===== src/rtl/mem_pkg.sv =====
// Shared encodings and helpers for the load/store alignment unit.
// Op codes, FSM states, access sizes and alignment checks.
package mem_pkg;

  localparam logic [2:0] OP_LW  = 3'd0;
  localparam logic [2:0] OP_LH  = 3'd1;
  localparam logic [2:0] OP_LHU = 3'd2;
  localparam logic [2:0] OP_LB  = 3'd3;
  localparam logic [2:0] OP_LBU = 3'd4;
  localparam logic [2:0] OP_SW  = 3'd5;
  localparam logic [2:0] OP_SH  = 3'd6;
  localparam logic [2:0] OP_SB  = 3'd7;

  localparam logic [1:0] SZ_B = 2'd0;
  localparam logic [1:0] SZ_H = 2'd1;
  localparam logic [1:0] SZ_W = 2'd2;

  typedef enum logic [1:0] {
    S_IDLE,
    S_WAIT,
    S_WRITE,
    S_DONE
  } state_e;

  function automatic logic is_store(
    input logic [2:0] op
  );
    return op >= OP_SW;
  endfunction

  function automatic logic [1:0] op_size(
    input logic [2:0] op
  );
    logic [1:0] sz;
    case (op)
      OP_LW, OP_SW:         sz = SZ_W;
      OP_LH, OP_LHU, OP_SH: sz = SZ_H;
      default:              sz = SZ_B;
    endcase
    return sz;
  endfunction

  function automatic logic op_signed(
    input logic [2:0] op
  );
    return (op == OP_LH) || (op == OP_LB);
  endfunction

  function automatic logic is_aligned(
    input logic [2:0] op,
    input logic [1:0] a
  );
    logic ok;
    case (op_size(op))
      SZ_W:    ok = (a == 2'b00);
      SZ_H:    ok = ~a[0];
      default: ok = 1'b1;
    endcase
    return ok;
  endfunction

endpackage


===== src/rtl/lane_extend.sv =====
// Lane extract with sign/zero extension for loads,
// and lane merge into a read word for narrow stores.
module lane_extend
  import mem_pkg::*;
(
  input  logic [31:0] word,
  input  logic [1:0]  lane,
  input  logic [1:0]  size,
  input  logic        sign,
  input  logic [31:0] wdata,
  output logic [31:0] ext,
  output logic [31:0] merged
);

  logic [7:0]  b_v;
  logic [15:0] h_v;
  logic [4:0]  b_sh;
  logic [4:0]  h_sh;

  assign b_sh = {lane, 3'b000};
  assign h_sh = {lane[1], 4'b0000};
  assign b_v  = word[b_sh +: 8];
  assign h_v  = word[h_sh +: 16];

  // extension of the selected lane and merge of new data into it
  always_comb begin
    ext    = word;
    merged = word;
    case (size)
      SZ_B: begin
        ext = {{24{sign & b_v[7]}}, b_v};
        merged[b_sh +: 8] = wdata[7:0];
      end
      SZ_H: begin
        ext = {{16{sign & h_v[15]}}, h_v};
        merged[h_sh +: 16] = wdata[15:0];
      end
      default: begin
        ext    = word;
        merged = wdata;
      end
    endcase
  end

endmodule


===== src/rtl/load_store_align_unit.sv =====
// Load/store alignment unit: byte/half/word loads with extension,
// read-modify-write narrow stores, misalignment rejection.
module load_store_align_unit
  import mem_pkg::*;
#(
  parameter int ADDR_W        = 32,
  parameter int MEM_LATENCY   = 1,
  parameter int LITTLE_ENDIAN = 1
) (
  input  logic              clk,
  input  logic              reset,
  input  logic              start,
  input  logic [2:0]        op,
  input  logic [ADDR_W-1:0] addr,
  input  logic [31:0]       store_data,
  input  logic [31:0]       mem_rdata,
  output logic [ADDR_W-1:0] mem_addr,
  output logic [31:0]       mem_wdata,
  output logic              mem_wr,
  output logic [31:0]       load_data,
  output logic              busy,
  output logic              done,
  output logic              misalign
);

  localparam logic [3:0] LAT_INIT = 4'(MEM_LATENCY - 1);

  state_e            state_q, state_d;
  logic [3:0]        cnt_q, cnt_d;
  logic [2:0]        op_q, op_d;
  logic [1:0]        lane_q, lane_d;
  logic [31:0]       sd_q, sd_d;
  logic [ADDR_W-1:0] mem_addr_q, mem_addr_d;
  logic [31:0]       mem_wdata_q, mem_wdata_d;
  logic              mem_wr_q, mem_wr_d;
  logic [31:0]       load_data_q, load_data_d;
  logic              busy_q, busy_d;
  logic              done_q, done_d;
  logic              misalign_q, misalign_d;

  logic [1:0]  lane_phys;
  logic [31:0] ext_w;
  logic [31:0] merged_w;

  assign lane_phys = (LITTLE_ENDIAN != 0) ? lane_q : ~lane_q;

  lane_extend u_lane (
    .word   (mem_rdata),
    .lane   (lane_phys),
    .size   (op_size(op_q)),
    .sign   (op_signed(op_q)),
    .wdata  (sd_q),
    .ext    (ext_w),
    .merged (merged_w)
  );

  // next-state and registered-output logic
  always_comb begin
    state_d     = state_q;
    cnt_d       = cnt_q;
    op_d        = op_q;
    lane_d      = lane_q;
    sd_d        = sd_q;
    mem_addr_d  = mem_addr_q;
    mem_wdata_d = mem_wdata_q;
    mem_wr_d    = 1'b0;
    load_data_d = load_data_q;
    busy_d      = busy_q;
    done_d      = 1'b0;
    misalign_d  = 1'b0;
    case (state_q)
      S_IDLE: begin
        busy_d = 1'b0;
        if (start) begin
          busy_d = 1'b1;
          op_d   = op;
          lane_d = addr[1:0];
          sd_d   = store_data;
          if (!is_aligned(op, addr[1:0])) begin
            state_d    = S_DONE;
            done_d     = 1'b1;
            misalign_d = 1'b1;
          end else begin
            mem_addr_d = {addr[ADDR_W-1:2], 2'b00};
            if (op == OP_SW) begin
              state_d     = S_WRITE;
              mem_wr_d    = 1'b1;
              mem_wdata_d = store_data;
            end else begin
              state_d = S_WAIT;
              cnt_d   = LAT_INIT;
            end
          end
        end
      end
      S_WAIT: begin
        if (cnt_q == 4'd0) begin
          if (is_store(op_q)) begin
            state_d     = S_WRITE;
            mem_wr_d    = 1'b1;
            mem_wdata_d = merged_w;
          end else begin
            state_d     = S_DONE;
            done_d      = 1'b1;
            load_data_d = ext_w;
          end
        end else begin
          cnt_d = cnt_q - 4'd1;
        end
      end
      S_WRITE: begin
        state_d = S_DONE;
        done_d  = 1'b1;
      end
      default: begin
        state_d = S_IDLE;
        busy_d  = 1'b0;
      end
    endcase
  end

  // state and output registers
  always_ff @(posedge clk or negedge reset) begin
    if (!reset) begin
      state_q     <= S_IDLE;
      cnt_q       <= '0;
      op_q        <= '0;
      lane_q      <= '0;
      sd_q        <= '0;
      mem_addr_q  <= '0;
      mem_wdata_q <= '0;
      mem_wr_q    <= 1'b0;
      load_data_q <= '0;
      busy_q      <= 1'b0;
      done_q      <= 1'b0;
      misalign_q  <= 1'b0;
    end else begin
      state_q     <= state_d;
      cnt_q       <= cnt_d;
      op_q        <= op_d;
      lane_q      <= lane_d;
      sd_q        <= sd_d;
      mem_addr_q  <= mem_addr_d;
      mem_wdata_q <= mem_wdata_d;
      mem_wr_q    <= mem_wr_d;
      load_data_q <= load_data_d;
      busy_q      <= busy_d;
      done_q      <= done_d;
      misalign_q  <= misalign_d;
    end
  end

  assign mem_addr  = mem_addr_q;
  assign mem_wdata = mem_wdata_q;
  assign mem_wr    = mem_wr_q;
  assign load_data = load_data_q;
  assign busy      = busy_q;
  assign done      = done_q;
  assign misalign  = misalign_q;

endmodule


===== config.mk =====
export PLATFORM = sky130hd
export DESIGN_NAME = load_store_align_unit
export DESIGN_NICKNAME = d
export VERILOG_FILES = /design/src/rtl/mem_pkg.sv /design/src/rtl/lane_extend.sv /design/src/rtl/load_store_align_unit.sv
export SDC_FILE = /design/constraint.sdc
export NUM_CORES = 1
export LEC_CHECK = 0
export BUFFER_PORTS_ARGS = -buffer_cell sky130_fd_sc_hd__buf_2
export CAP_MARGIN = 20
export CORE_MARGIN = 5
export CORE_UTILIZATION = 54
export DETAILED_ROUTE_END_ITERATION = 10
export PLACE_DENSITY_LB_ADDON = 0.3
export SLEW_MARGIN = 20
export SYNTH_ARGS = -nofsm -noshare
export SYNTH_HDL_FRONTEND = slang
export SYNTH_SLANG_ARGS = --single-unit

===== constraint.sdc =====
create_clock -name clk -period 2.6 [get_ports clk]
set_input_delay 0.39 -clock clk [delete_from_list [all_inputs] [get_ports clk]]
set_output_delay 0.39 -clock clk [all_outputs]
set_load 0.05 [all_outputs]

==> results of run 1 <==
-- cells in the final DEF (no fill, tap or decap), drive strengths merged, types with 9 or more instances in the layout --
cell type  synthesis  final
buf               40    234
o2bb2ai            9      9
a32oi              9      9
clkbuf            14     19
ha                13     13
nand2             54     54
a31oi             10     10
a211oi            17     17
inv               17     17
mux2              77     77
nor2b             29     29
a21oi             80     80
o22ai             24     24
a221oi            27     27
nor3              23     23
o21ai             45     45
dfrtp            141    141
mux2i             25     25
nor2              49     49
-- metal layers --
| layer | GRT usage (%) | routed length [um] |
|---|---|---|
| met5 | 0 | 0 |
| met4 | 10.6 | 775 |
| met3 | 7.97 | 2240 |
| met2 | 43.4 | 10700 |
| met1 | 36.8 | 9390 |
-- final cells by class --
type	count	area (um2)
multi-input combinational	553	4040
timing repair buffer	235	1310
fill	1193	4680
tap	184	230
clock buffer	19	443
inverter	17	63.8
sequential	141	3530
clock inverter	12	124
-- kinds of logic after synthesis --
logic type,Yosys count,synth area share (%)
buffers and inverters,71,4.28
other,1,0.0476
AO/OA/AOI/OAI,255,23.0
AND/OR/NAND/NOR,180,11.6
adder cells (fa/ha/maj),13,2.06
multiplexers,102,14.2
flip-flops,141,44.7
XOR/XNOR,1,0.111
-- where the power goes --
part,internal [mW],switching (mW)
Sequential,3.27,0.862
Clock,1.42,0.926
Combinational,2.98,5.95
Total,7.66,7.74
-- repair_timing --
item / in CTS / in global routing
hold endpoints to repair: 55 / 0
hold buffers: 1 / 0
gates resized for setup: 0 / 0
-- critical path, delay by kind of cell, from the launching register on --
| kind | cells | cell delay [ns] |
|---|---|---|
| compound gates | 4 | 0.88 |
| simple gates | 1 | 0.40 |
| flops | 1 | 0.39 |
| buf+inv | 2 | 0.31 |
| fa+ha+maj | 1 | 0.21 |
-- synthesized netlist by cell type (all sizes together) (17+ instances only) --
master | count | area [um2]
nor2b | 29 | 181
nor3 | 23 | 160
dfrtp | 141 | 3530
mux2i | 25 | 250
buf | 40 | 221
mux2 | 77 | 867
a211oi | 17 | 128
inv | 17 | 63.8
nand2 | 54 | 205
o22ai | 24 | 200
a21oi | 80 | 434
a221oi | 27 | 249
nor2 | 49 | 184
o21ai | 45 | 225
-- path summary, 6_finish.rpt --
kind | depth (start not counted) | to | start
setup reg to reg | 8 | mem_wdata[17] | cnt_q[0]
min in group asynchronous | 2 | load_data[0] | reset
hold / removal | 2 | mem_addr[31] | addr[31]
setup / recovery | 8 | mem_wdata[17] | cnt_q[0]
hold reg to reg | 2 | load_data[5] | load_data[5]
max in group asynchronous | 3 | mem_wdata[20] | reset
-- flip-flops by register name (all words and copies together), names as in the netlist --
register	count
load_data	32
mem_wdata	32
busy	1
lane_phys	2
misalign	1
done	1
state_q	2
sd_q	32
op_q	3
mem_wr	1
mem_addr	30
cnt_q	4
==> metrics.log, run 1 <==
INFO  metric cp_data_arrival_time = 2.63 ns
INFO  metric ys_seq_elements = 141
INFO  metric finClkSkew = 0.00852 ns
INFO  metric largest_net_degree_at_the_start_of_global_routing = 59
INFO  metric worst_skew_pair.late_latency = 0.42 ns
INFO  metric number_of_i_o_port_buffers = 199
INFO  metric post_place_worst_slack = 0.0525 ns
INFO  metric timing_hold_violations_final = 0
INFO  metric post_cts_buffers = 0
INFO  metric global_route.overflow_total = 0
INFO  metric slew-limit-headroom = 62.1%
INFO  metric pins_over_slew_limit = 0
INFO  metric layoutNonFillerInstCount = 1,161
INFO  metric leakagePower = 4.28 nW
INFO  metric ctsHtreeMaxLevel = 4
INFO  metric initial_core_util = 54.7%
INFO  metric number_of_setup_violations_in_the_final_report = 0
INFO  metric synth-edff-count = 0
INFO  metric placementRows = 44
INFO  metric synth.cell_area = 0.00789 mm2
INFO  metric cp.required = 2.95 ns
INFO  metric hold_class = in -> reg
INFO  metric clock-sinks = 141
INFO  metric drt_pre_antenna_iters = 5
INFO  metric dp_cells = 1,129
INFO  metric yosys.cell_types.count = 62
INFO  metric cts.reportedPaths.clkPinSlew = 0.06 ns
INFO  metric yosys_warnings = 0
INFO  metric die_w = 131 um
INFO  metric timing.final.crit_share = 87.9%
INFO  metric routed_wire_length_per_instance = 19.9 um
INFO  metric grt_pass1_vias = 6,944
INFO  metric syn_inst = 764
INFO  metric route.vias.total = 7,050
INFO  metric vias_per_cell = 6.07
INFO  metric worst_path_max_delay_cell = sky130_fd_sc_hd__or3b_4
INFO  metric period_minus_slack = 2.29 ns
INFO  metric status = finished, final reports clean
INFO  metric fp.dieH = 131 um
INFO  metric crit_fanout = 25
INFO  metric syn_area_per_cell = 10.3 um2
INFO  metric timing.max_cap.violations = 0
INFO  metric detail_route.iter0.violations = 685
INFO  metric part_of_the_yosys_area_used_for_sequential_elements = 44.7%
INFO  metric postRouteAntennaNets = 0
INFO  metric drive_above_1_share = 40.1%
INFO  metric timing.critical_path.from_type = flip-flop
INFO  metric tritoncts = done
INFO  metric end_kind = flip-flop
INFO  metric synth-async-reset-ratio = 100%
INFO  metric cts_inserted_buffers = 17
INFO  metric groute.usage.overall = 27.8%
INFO  metric area_delta_synth_final = 23.5%
INFO  metric n_antenna_cell = 0
INFO  metric fin_worst_hold_slack = 0.197 ns
INFO  metric timing.setup.critical_path_class = reg -> reg
INFO  metric max_stage_delay = 0.40 ns
INFO  metric ctsRootBufferMaster = sky130_fd_sc_hd__clkbuf_16
INFO  metric grt_setup_unrepaired = no
INFO  metric antenna_found_initial = 0
INFO  metric rrSetupSlack = 0.31 ns
INFO  metric postPlaceCellArea = 0.00917 mm2
INFO  metric place_hpwl = 17.1 mm
INFO  metric wire_length_of_the_first_global_routing_pass = 37.0 mm
INFO  metric die-area = 0.0171 mm2
INFO  metric max_freq = 0.437 GHz
INFO  metric top_level_ports = 202
INFO  metric remaining_drc_errors = 0
INFO  metric totalPowerFinal = 15.4 mW
INFO  metric net_count_final = 1,080
INFO  metric p_per_area = 1580 mW/mm2
INFO  metric ys_dominant_reg_cell = sky130_fd_sc_hd__dfrtp_1
INFO  metric post-route-cell-area = 0.00974 mm2
INFO  metric max-vdd-ir-drop = 0.00101 V
INFO  metric crit_chain = inv_1 > ha_1 > or3b_4 > a221oi_2 > o311a_2 > buf_12 > o22ai_2 > a21oi_2
INFO  metric clock_path_buffers = 2
INFO  metric fin_setup_tns = 0 ns
INFO  metric routabilityCongestion = 0.932
INFO  metric utilization = 67.5%
INFO  metric tightestPinTransition = 0.569 ns
INFO  metric total_wirelength = 23.1 mm
INFO  metric core_area = 0.0144 mm2
INFO  metric post-route-worst-setup-slack = 0.314 ns
Power figures use the tool's default switching activity.
==> run 2, diff against run 1 <==
CELL_PAD_IN_SITES_DETAIL_PLACEMENT = 1   (was default)
CELL_PAD_IN_SITES_GLOBAL_PLACEMENT = 2   (was default)
CORE_ASPECT_RATIO = 0.9   (was default)
CORE_UTILIZATION = 33   (was 54)
==> run 2 against run 1 <==
Die area grew 58%. Sequential power up 1%. Clock power rose by 8%. Final area up 2.4%. Fmax grew 0.52%. Hold slack lost 0.013 ns. Clock skew is 0.0011 ns higher. First-iteration DRC count is 42% lower. Worst setup slack gained 0.012 ns. Critical endpoint is now mem_wdata[18].
==> metrics.log, run 2 (synthesis results as in run 1) <==
INFO  metric status = finished, final reports clean
INFO  metric place_hpwl = 20.9 mm (+22%)
INFO  metric initial_core_util = 33.6% (-21 points)
INFO  metric vias_per_cell = 5.48 (-9.7%)
INFO  metric totalPowerFinal = 15.9 mW (+3.2%)
INFO  metric timing.critical_path.from_type = flip-flop
INFO  metric ctsHtreeMaxLevel = 4 (unchanged)
INFO  metric seq_area = 0.00353 mm2 (unchanged)
INFO  metric routed_wire_length_per_instance = 21.9 um (+10%)
INFO  metric mostFrequentLayoutCells = 198 x sky130_fd_sc_hd__buf_2, 140 x sky130_fd_sc_hd__dfrtp_1, 77 x sky130_fd_sc_hd__mux2_2
INFO  metric crit_fanout = 26 (+4.0%)
INFO  metric timing.final.crit_share = 87.5% (-0.46 points)
INFO  metric p_per_area = 1590 mW/mm2 (+0.79%)
INFO  metric clock-sinks = 141 (unchanged)
INFO  metric drive_above_1_share = 40.4% (+0.24 points)
INFO  metric tightestPinTransition = 0.558 ns (-0.0106 ns)
INFO  metric top_level_ports = 202 (unchanged)
INFO  metric cts_inserted_buffers = 17 (unchanged)
INFO  metric global_route.overflow_total = 0 (unchanged)
INFO  metric wire_length_of_the_first_global_routing_pass = 44.0 mm (+19%)
INFO  metric remaining_drc_errors = 0 (unchanged)
INFO  metric antenna_found_initial = 0 (unchanged)
INFO  metric finClkSkew = 0.00966 ns (+0.00114 ns)
INFO  metric worst_skew_pair.late_latency = 0.43 ns (about the same)
INFO  metric end_kind = flip-flop
INFO  metric fp.dieH = 157 um (+20%)
INFO  metric drt_pre_antenna_iters = 4 (-1)
INFO  metric grt_setup_unrepaired = no
INFO  metric largest_net_degree_at_the_start_of_global_routing = 61 (+3.4%)
INFO  metric slew-limit-headroom = 62.8% (+0.71 points)
INFO  metric multi_input_area = 0.00404 mm2 (unchanged)
INFO  metric area_delta_synth_final = 26.5%
INFO  metric max_freq = 0.440 GHz (+0.52%)
INFO  metric detail_route.iter0.violations = 397 (-42%)
INFO  metric clock_path_buffers = 2 (unchanged)
INFO  metric route.vias.total = 7,037 (-0.18%)
INFO  metric leakagePower = 4.33 nW (+1.2%)
INFO  metric ctsRootBufferMaster = sky130_fd_sc_hd__clkbuf_16
INFO  metric cts-resized-gates = 0 (unchanged)
INFO  metric post_cts_buffers = 0 (unchanged)
INFO  metric most_common_library_cell_in_the_layout_ignoring_fill_and_taps = sky130_fd_sc_hd__buf_2
INFO  metric cts.reportedPaths.clkPinSlew = 0.07 ns (about the same)
INFO  metric period_minus_slack = 2.27 ns (-0.0118 ns)
INFO  metric cp.required = 2.96 ns (about the same)
INFO  metric max-vdd-ir-drop = 0.000660 V (-35%)
INFO  metric die_w = 173 um (+32%)
INFO  metric layoutNonFillerInstCount = 1,283 (+11%)
INFO  metric n_antenna_cell = 0 (unchanged)
INFO  metric cts-hold-fix-buffers = 1 (unchanged)
INFO  metric fin_setup_tns = 0 ns (unchanged)
INFO  metric tritoncts = done
INFO  metric number_of_setup_violations_in_the_final_report = 0 (unchanged)
INFO  metric pins_over_slew_limit = 0 (unchanged)
INFO  metric routabilityCongestion = 0.836 (-10%)
INFO  metric net_count_final = 1,083 (+0.28%)
INFO  metric cp_data_arrival_time = 2.63 ns (about the same)
INFO  metric timing_hold_violations_final = 0 (unchanged)
INFO  metric die-area = 0.0271 mm2 (+58%)
INFO  metric placementRows = 53 (+20%)
INFO  metric postRouteAntennaNets = 0 (unchanged)
INFO  metric hold_class = in -> reg
INFO  metric groute.usage.overall = 20.7% (-7.1 points)
INFO  metric number_of_i_o_port_buffers = 199 (unchanged)
INFO  metric total_wirelength = 28.1 mm (+22%)
INFO  metric dp_cells = 1,250 (+11%)
INFO  metric core_area = 0.0235 mm2 (+63%)
INFO  metric n_fill_cell = 2,704 (+130%)
INFO  metric timing.max_cap.violations = 0 (unchanged)
INFO  metric timing.setup.critical_path_class = reg -> reg
INFO  metric grt_pass1_vias = 7,560 (+8.9%)
==> run 2: cell count changes in the layout (fill, tap and decap cells not counted) <==
cell and delta:
sky130_fd_sc_hd__clkinv_2 -4, sky130_fd_sc_hd__inv_6 +4, sky130_fd_sc_hd__buf_12 +3, sky130_fd_sc_hd__clkinv_4 +2, sky130_fd_sc_hd__clkinvlp_4 -2, sky130_fd_sc_hd__inv_8 +1
==> run 2: per-layer routing <==
metal | global-route usage (%) | vias up | wire (um)
met4 | 8.05 | 0 | 811
li1 | - | 3251 | -
met5 | 0 | - | 0
met3 | 5.48 | 44 | 1760
met2 | 32.3 | 213 | 12700
met1 | 27.7 | 3529 | 12800
==> run 2: power breakdown <==
| group | leakage, nW | total, mW | switching [mW] | internal (mW) |
|---|---|---|---|---|
| sequential | 1.63 | 4.17 | 0.906 | 3.26 |
| clock | 0.287 | 2.53 | 1.07 | 1.46 |
| combinational | 2.41 | 9.21 | 6.14 | 3.06 |
==> run 2: cell type report <==
cell class	count	share of cell area, %
multi-input cells	553	40.5
flip-flops and latches	141	35.4
repair buffers	238	13.8
clock buffers	19	4.44
well taps	302	3.79
clock inverters	13	1.53
inverters	17	0.639
==> run 2: path summary, 6_finish.rpt <==
check / cells past startpoint / to / slack [ns] / startpoint
max: 8 / mem_wdata[18] / 0.33 / cnt_q[0]
min: 2 / mem_addr[6] / 0.18 / addr[6]
max reg2reg: 8 / mem_wdata[18] / 0.33 / cnt_q[0]
min reg2reg: 2 / load_data[1] / 0.48 / load_data[1]
max in group asynchronous: 3 / mem_addr[5] / 1.28 / reset
min in group asynchronous: 2 / load_data[27] / 0.48 / reset
==> run 2: critical path, stage by stage (launching register included) <==
cell	delay, ns
sky130_fd_sc_hd__dfrtp_1	0.39
sky130_fd_sc_hd__inv_1	0.12
sky130_fd_sc_hd__ha_1	0.19
sky130_fd_sc_hd__or3b_4	0.41
sky130_fd_sc_hd__a221oi_2	0.32
sky130_fd_sc_hd__o311a_2	0.32
sky130_fd_sc_hd__buf_12	0.21
sky130_fd_sc_hd__o22ai_2	0.10
sky130_fd_sc_hd__a21oi_2	0.11
==> run 2: stage by stage <==
| step | worst slack [ns] | instance area (um2) | hold slack, ns | util [%] |
|---|---|---|---|---|
| after floorplan | 0.304 | 7890 | 0.0944 | - |
| after global placement | 0.101 | 9370 | 0.373 | 39.9 |
| after detailed placement | 0.0294 | 9370 | 0.374 | 39.9 |
| after CTS | 0.319 | 9980 | 0.167 | 42.5 |
| after global routing | 0.193 | 9980 | 0.160 | 42.5 |
| final | 0.326 | 9980 | 0.183 | 42.5 |
